--- src/rtl/axi4lite_slave_regfile.sv ---
// AXI4-Lite responder over a small bank of byte-strobed read/write registers.
// Latency: write commits and read data are registered, both appear one edge after the handshake.
// Backpressure: one AW and one W buffered, B stall holds them; reads are single outstanding.
module axi4lite_slave_regfile #(
    parameter int ADDR_WIDTH = 2,
    parameter int DATA_WIDTH = 8,
    parameter int NUM_REGS   = 3
) (
    input  logic                           clk,
    input  logic                           rst_n,
    input  logic [ADDR_WIDTH-1:0]          s_awaddr,
    input  logic                           s_awvalid,
    output logic                           s_awready,
    input  logic [DATA_WIDTH-1:0]          s_wdata,
    input  logic [DATA_WIDTH/8-1:0]        s_wstrb,
    input  logic                           s_wvalid,
    output logic                           s_wready,
    output logic [1:0]                     s_bresp,
    output logic                           s_bvalid,
    input  logic                           s_bready,
    input  logic [ADDR_WIDTH-1:0]          s_araddr,
    input  logic                           s_arvalid,
    output logic                           s_arready,
    output logic [DATA_WIDTH-1:0]          s_rdata,
    output logic [1:0]                     s_rresp,
    output logic                           s_rvalid,
    input  logic                           s_rready,
    output logic [NUM_REGS*DATA_WIDTH-1:0] regs_flat
);

    localparam int NB = DATA_WIDTH / 8;
    localparam logic [1:0] RESP_OKAY   = 2'b00;
    localparam logic [1:0] RESP_SLVERR = 2'b10;

    logic [NUM_REGS-1:0][DATA_WIDTH-1:0] regs;

    logic                  aw_held;
    logic [ADDR_WIDTH-1:0] aw_addr_q;
    logic                  w_held;
    logic [DATA_WIDTH-1:0] w_data_q;
    logic [NB-1:0]         w_strb_q;

    logic                  aw_hs, w_hs, ar_hs;
    logic                  addr_avail, data_avail, commit;
    logic [ADDR_WIDTH-1:0] cur_addr;
    logic [DATA_WIDTH-1:0] cur_data;
    logic [NB-1:0]         cur_strb;
    logic                  wr_ok, rd_ok;
    logic [DATA_WIDTH-1:0] rd_val;

    // Readies depend only on local state so they never combinationally follow a valid.
    assign s_awready = !aw_held;
    assign s_wready  = !w_held;
    assign s_arready = !s_rvalid || s_rready;

    assign aw_hs = s_awvalid && s_awready;
    assign w_hs  = s_wvalid && s_wready;
    assign ar_hs = s_arvalid && s_arready;

    assign addr_avail = aw_held || aw_hs;
    assign data_avail = w_held || w_hs;
    assign commit     = addr_avail && data_avail && (!s_bvalid || s_bready);

    assign cur_addr = aw_held ? aw_addr_q : s_awaddr;
    assign cur_data = w_held  ? w_data_q  : s_wdata;
    assign cur_strb = w_held  ? w_strb_q  : s_wstrb;

    assign regs_flat = regs;

    // Out-of-range indices fall through the loop, leaving rd_val at zero.
    always_comb begin
        rd_val = '0;
        rd_ok  = 1'b0;
        wr_ok  = 1'b0;
        for (int i = 0; i < NUM_REGS; i++) begin
            if (int'(s_araddr) == i) begin
                rd_val = regs[i];
                rd_ok  = 1'b1;
            end
            if (int'(cur_addr) == i) begin
                wr_ok = 1'b1;
            end
        end
    end

    always_ff @(posedge clk or negedge rst_n) begin
        if (!rst_n) begin
            aw_held   <= 1'b0;
            aw_addr_q <= '0;
            w_held    <= 1'b0;
            w_data_q  <= '0;
            w_strb_q  <= '0;
        end else if (commit) begin
            aw_held <= 1'b0;
            w_held  <= 1'b0;
        end else begin
            if (aw_hs) begin
                aw_held   <= 1'b1;
                aw_addr_q <= s_awaddr;
            end
            if (w_hs) begin
                w_held   <= 1'b1;
                w_data_q <= s_wdata;
                w_strb_q <= s_wstrb;
            end
        end
    end

    always_ff @(posedge clk or negedge rst_n) begin
        if (!rst_n) begin
            regs <= '0;
        end else if (commit && wr_ok) begin
            for (int i = 0; i < NUM_REGS; i++) begin
                if (int'(cur_addr) == i) begin
                    for (int j = 0; j < NB; j++) begin
                        if (cur_strb[j]) begin
                            regs[i][j*8 +: 8] <= cur_data[j*8 +: 8];
                        end
                    end
                end
            end
        end
    end

    // A new commit on the B handshake edge keeps bvalid high with the fresh response.
    always_ff @(posedge clk or negedge rst_n) begin
        if (!rst_n) begin
            s_bvalid <= 1'b0;
            s_bresp  <= RESP_OKAY;
        end else if (commit) begin
            s_bvalid <= 1'b1;
            s_bresp  <= wr_ok ? RESP_OKAY : RESP_SLVERR;
        end else if (s_bready) begin
            s_bvalid <= 1'b0;
        end
    end

    always_ff @(posedge clk or negedge rst_n) begin
        if (!rst_n) begin
            s_rvalid <= 1'b0;
            s_rdata  <= '0;
            s_rresp  <= RESP_OKAY;
        end else if (ar_hs) begin
            s_rvalid <= 1'b1;
            s_rdata  <= rd_val;
            s_rresp  <= rd_ok ? RESP_OKAY : RESP_SLVERR;
        end else if (s_rready) begin
            s_rvalid <= 1'b0;
        end
    end

endmodule

--- config.mk ---
export PLATFORM = sky130hd
export DESIGN_NAME = axi4lite_slave_regfile
export DESIGN_NICKNAME = d
export VERILOG_FILES = /design/src/rtl/axi4lite_slave_regfile.sv
export SDC_FILE = /design/constraint.sdc
export NUM_CORES = 1
export LEC_CHECK = 0
export BUFFER_PORTS_ARGS = -buffer_cell sky130_fd_sc_hd__clkbuf_2
export CAP_MARGIN = 20
export CORE_MARGIN = 3
export CORE_UTILIZATION = 51
export CTS_CLUSTER_SIZE = 12
export DETAILED_ROUTE_END_ITERATION = 10
export PLACE_DENSITY_LB_ADDON = 0.08
export SYNTH_ARGS = -nofsm -noshare
export SYNTH_HDL_FRONTEND = slang
export SYNTH_SLANG_ARGS = --single-unit
--- constraint.sdc ---
create_clock -name clk -period 2 [get_ports clk]
set_clock_uncertainty 0.1 [all_clocks]
set_input_delay 0.3 -clock clk [delete_from_list [all_inputs] [get_ports clk]]
set_output_delay 0.3 -clock clk [all_outputs]
set_load 0.01 [all_outputs]
# Word level (Yosys, flattened, before mapping)
# Cells that the tools add are included.
# classes
n_addsub	0
n_mul	0
div_mod_pow	0
order_cmp	0
n_eq_ne	4
n_shift	0
n_mux	22
bitwise	1
reduce_logical	25
# ops
cell	count
$mux 8	4
$mux 1	15
$reduce_and 3->1	3
$eq 2x2->1 const B	4
$reduce_bool 2->1	4
$logic_and 1x1->1	6
$mux 2	3
$logic_not 1->1	4
$logic_not 2->1	2
$logic_or 1x1->1	4
$reduce_and 2->1	2
$not 1->1	1
# totals
reg_bits	51
latch_bits	0
mem_bits_rw	0
mem_bits_ro	0
in_bits	20
output_inout_bits	41
word_cells	65
memories	0

# Depth between registers and ports, before layout
# logic_depth
word_depth	7
depth_mapped	5
depth_no_buf	4

# Worst setup path after synthesis
# No wires, ideal clock.
# synth_timing
path_kind	register -> register
from	register s_bvalid
to	register regs, in the netlist regs_flat[5]
setup_time_ps	128
arrival_time_ps	1480
required_ps	1772
setup_slack_ps	293
stages_incl_launch_ff	5
n_path_buf	0
period_less_slack_ps	1707
path_cell_list	dfrtp_1 nor2b_1 nor4_4 nand3_2 mux2_1
# synth_between
elab_chain_len	5
# synth_lines
item	line	source
start, declared	19	output logic s_bvalid,
start signal, assigned	128	s_bvalid <= 1'b0;
start signal, assigned	131	s_bvalid <= 1'b1;
start signal, assigned	134	s_bvalid <= 1'b0;
$logic_not 1->1	62	assign commit = addr_avail && data_avail && (!s_bvalid || s_bready);
$logic_or 1x1->1	62	
$logic_and 1x1->1	62	
$logic_and 1x1->1	112	end else if (commit && wr_ok) begin
$reduce_and 3->1 (no line)	n/a	
end signal, assigned by index	117	regs[i][j*8 +: 8] <= cur_data[j*8 +: 8];
end, declared	35	logic [NUM_REGS-1:0][DATA_WIDTH-1:0] regs;
# Every way passes these cells.
# A chain may end at the register's enable or synchronous reset.

# Final worst setup path
# Ends and elaborated chain as after synthesis.

==> reports/metrics.yaml <==
status:
  status: "completed"
setup_path:
  cp-endpoint: "regs_flat[5]$_DFFE_PN0P_"
  regToRegStartpoint: "s_bvalid$_DFFE_PN0P_"
  crit_start: "s_bvalid$_DFFE_PN0P_"
  rrSetupSlack_ps: 200
  cp.arrival_ps: 1890
  slowest_stage: "dfrtp_1"
  crit_fanout: 8
  critPathTopFamily: "simple AND/OR/NAND/NOR gates"
  r2r_cells: 4
  cp.depth: 4
  startpoint_type: "register"
  cp_cell_sequence: "nor2b_1 -> nor4_4 -> nand3_2 -> mux2_1"
  crit_required_ps: 2090
  crit_type: "reg2reg"
  max_stage_delay_ps: 380
  r2r-end: "regs_flat[5]$_DFFE_PN0P_"
  end_kind: "register"
  worst-path-buf-inv: 0
placed_design:
  finalWeightedCongestion: 0.747
  place_ws_ps: 204
  hpwl_um: 3520
  port_buffers: 58
  placed_cell_area_um2: 2530
  placed_cells: 277
sta:
  hold_viol_final: 0
  setup_violations: 0
  slew_violations: 0
  rsz0062_at_grt: "no"
  period_needed_ps: 1800
  worst_slack_ps: 198
  max_slew_margin: 0.570
  tns_ps: 0
  period_share: 0.901
  fmaxAchievable_mhz: 555
  tightest_slew_ps: 643
synthesis:
  ys_seq_elements: 49
  synth.distinct_cells: 26
  yosysSeqAreaShare: 0.563
  synth_top_family_by_area: "multiplexers"
  synth-edff-count: 0
  synth_fa_ha_area_frac: 0
  ys.flop_type: "dfrtp_1"
  yosysWarningCount: 0
  synth_area_um2: 2180
  synth_area_per_cell_um2: 12.7
  yosys.area_share.simple: 0.0810
  yosys-mux-area-fraction: 0.268
  synthCells: 171
  synth-xor-area-share: 0
  synth-async-reset-ratio: 1.00
  synth-compound-area-share: 0.0615
floorplan:
  die_y_um: 71.4
  start_util: 0.537
  ios: 61
  core_um2: 4060
  chipWidth_um: 71.4
  rows: 23
  die_area_um2: 5090
global_routing:
  grt_pass1_vias: 1538
  antenna_found_initial: 0
  gr-usage-all-layers: 0.195
  grt_pass1_wl_um: 7740
  grt_max_degree: 30
  overflow: 0
layout:
  syn_to_final_growth_pct: 22.2
  nNetsFinal: 255
  antenna_cells: 0
  final_cell_mix: "clkbuf_2 (58), dfrtp_1 (49), mux2_2 (42), nand2_1 (13), nor2_1 (13)"
  fin_cells: 286
  final_area_um2: 2660
  drive_gt1_frac: 0.492
  final_common_cell: "clkbuf_2"
power_and_ir_drop:
  power_mw: 3.90
  pwr_density_cell_nw_per_um2: 1470
  power.leakage_nw: 1.31
  ir_drop_v: 0.000831
routing:
  vias_per_cell: 5.29
  first_iter_violations: 52
  final_antenna_net_count: 0
  wire_per_inst_um: 16.4
  wirelength_um: 4700
  drc: 0
  vias: 1512
  drtPass1Iterations: 6
clocking:
  cts_tree: "built"
  htreeDepth: 2
  postCtsResizedCells: 0
  clk_transition_reported_paths_ps: 90
  postCtsSetupRepairBufs: 0
  cts_sinks: 49
  clock-root-buffer: "clkbuf_8"
  worstSkewPairLatency_ps: 300
  cts_max_path_buffers: 2
  hold_buffers: 1
  cts_buffers: 5
flow_run:
  cap_violations: 0
hold_path:
  hold_depth: 2
  holdCritPathClass: "in2reg"
-- power breakdown --
part	internal (mW)	switching, mW
clock network	0.408	0.321
logic	0.735	0.696
registers	1.43	0.316
-- kinds of logic (layout without fill, tap and decap cells) --
group	Yosys count	after routing
other cells	1	2
mux	53	53
compound gates	23	23
simple gates	35	35
buf+inv	10	74
flops	49	49
-- layer usage --
layer,share of wire,wire (um),vias to the layer above,global-route usage
met4,0.0066,31,0,0.0376
li1,-,-,722,-
met2,0.48,2260,44,0.317
met1,0.45,2140,742,0.271
met5,0,0,-,0
met3,0.057,267,4,0.0463
-- state kept, by name, summed over array words and instances, names as in the netlist --
register,flops
w_strb_q,1
s_rresp,1
s_rvalid,1
s_rdata,8
aw_addr_q,2
w_data_q,8
s_bvalid,1
s_bresp,1
aw_held,1
w_held,1
regs_flat,24
-- Yosys cell counts (all sizes together) (2+ instances only) --
master,count,share of area
nand2,14,0.025
nor2,13,0.022
mux2,43,0.22
dfrtp,49,0.56
buf,4,0.014
inv,3,0.0052
o211ai,2,0.0092
nand2b,2,0.0057
nor2b,2,0.0057
clkbuf,3,0.0052
a21oi,8,0.018
mux2i,10,0.046
o21ai,10,0.023
-- layout make-up --
cell class	count	area, um^2
well taps	50	62.6
clock inverters	1	30.0
clock buffers	7	86.3
inverters	3	11.3
fillers	330	1400
flip-flops and latches	49	1230
multi-input cells	113	902
repair buffers	63	343
-- worst min path at each step --
| stage | from | to | slack (ps) |
|---|---|---|---|
| 2_1_floorplan | rst_n | aw_addr_q[0]$_DFFE_PN0P_ | -100 |
| 3_3_place_gp | rst_n | regs_flat[13]$_DFFE_PN0P_ | 200 |
| 3_5_place_dp | rst_n | s_rresp[1]$_DFFE_PN0P_ | 210 |
| 4_1_cts | s_arvalid | s_rvalid$_DFFE_PN0P_ | 110 |
| 5_1_grt | s_arvalid | s_rvalid$_DFFE_PN0P_ | 100 |
| 6_report | s_arvalid | s_rvalid$_DFFE_PN0P_ | 110 |
-- through the flow --
step	hold slack (ps)	util
after detailed placement	208	0.625
after global placement	197	0.625
after CTS	108	0.656
after floorplan	-95.6	-
final	111	0.656
after global routing	101	0.656
(Power assumes the default switching activity.)
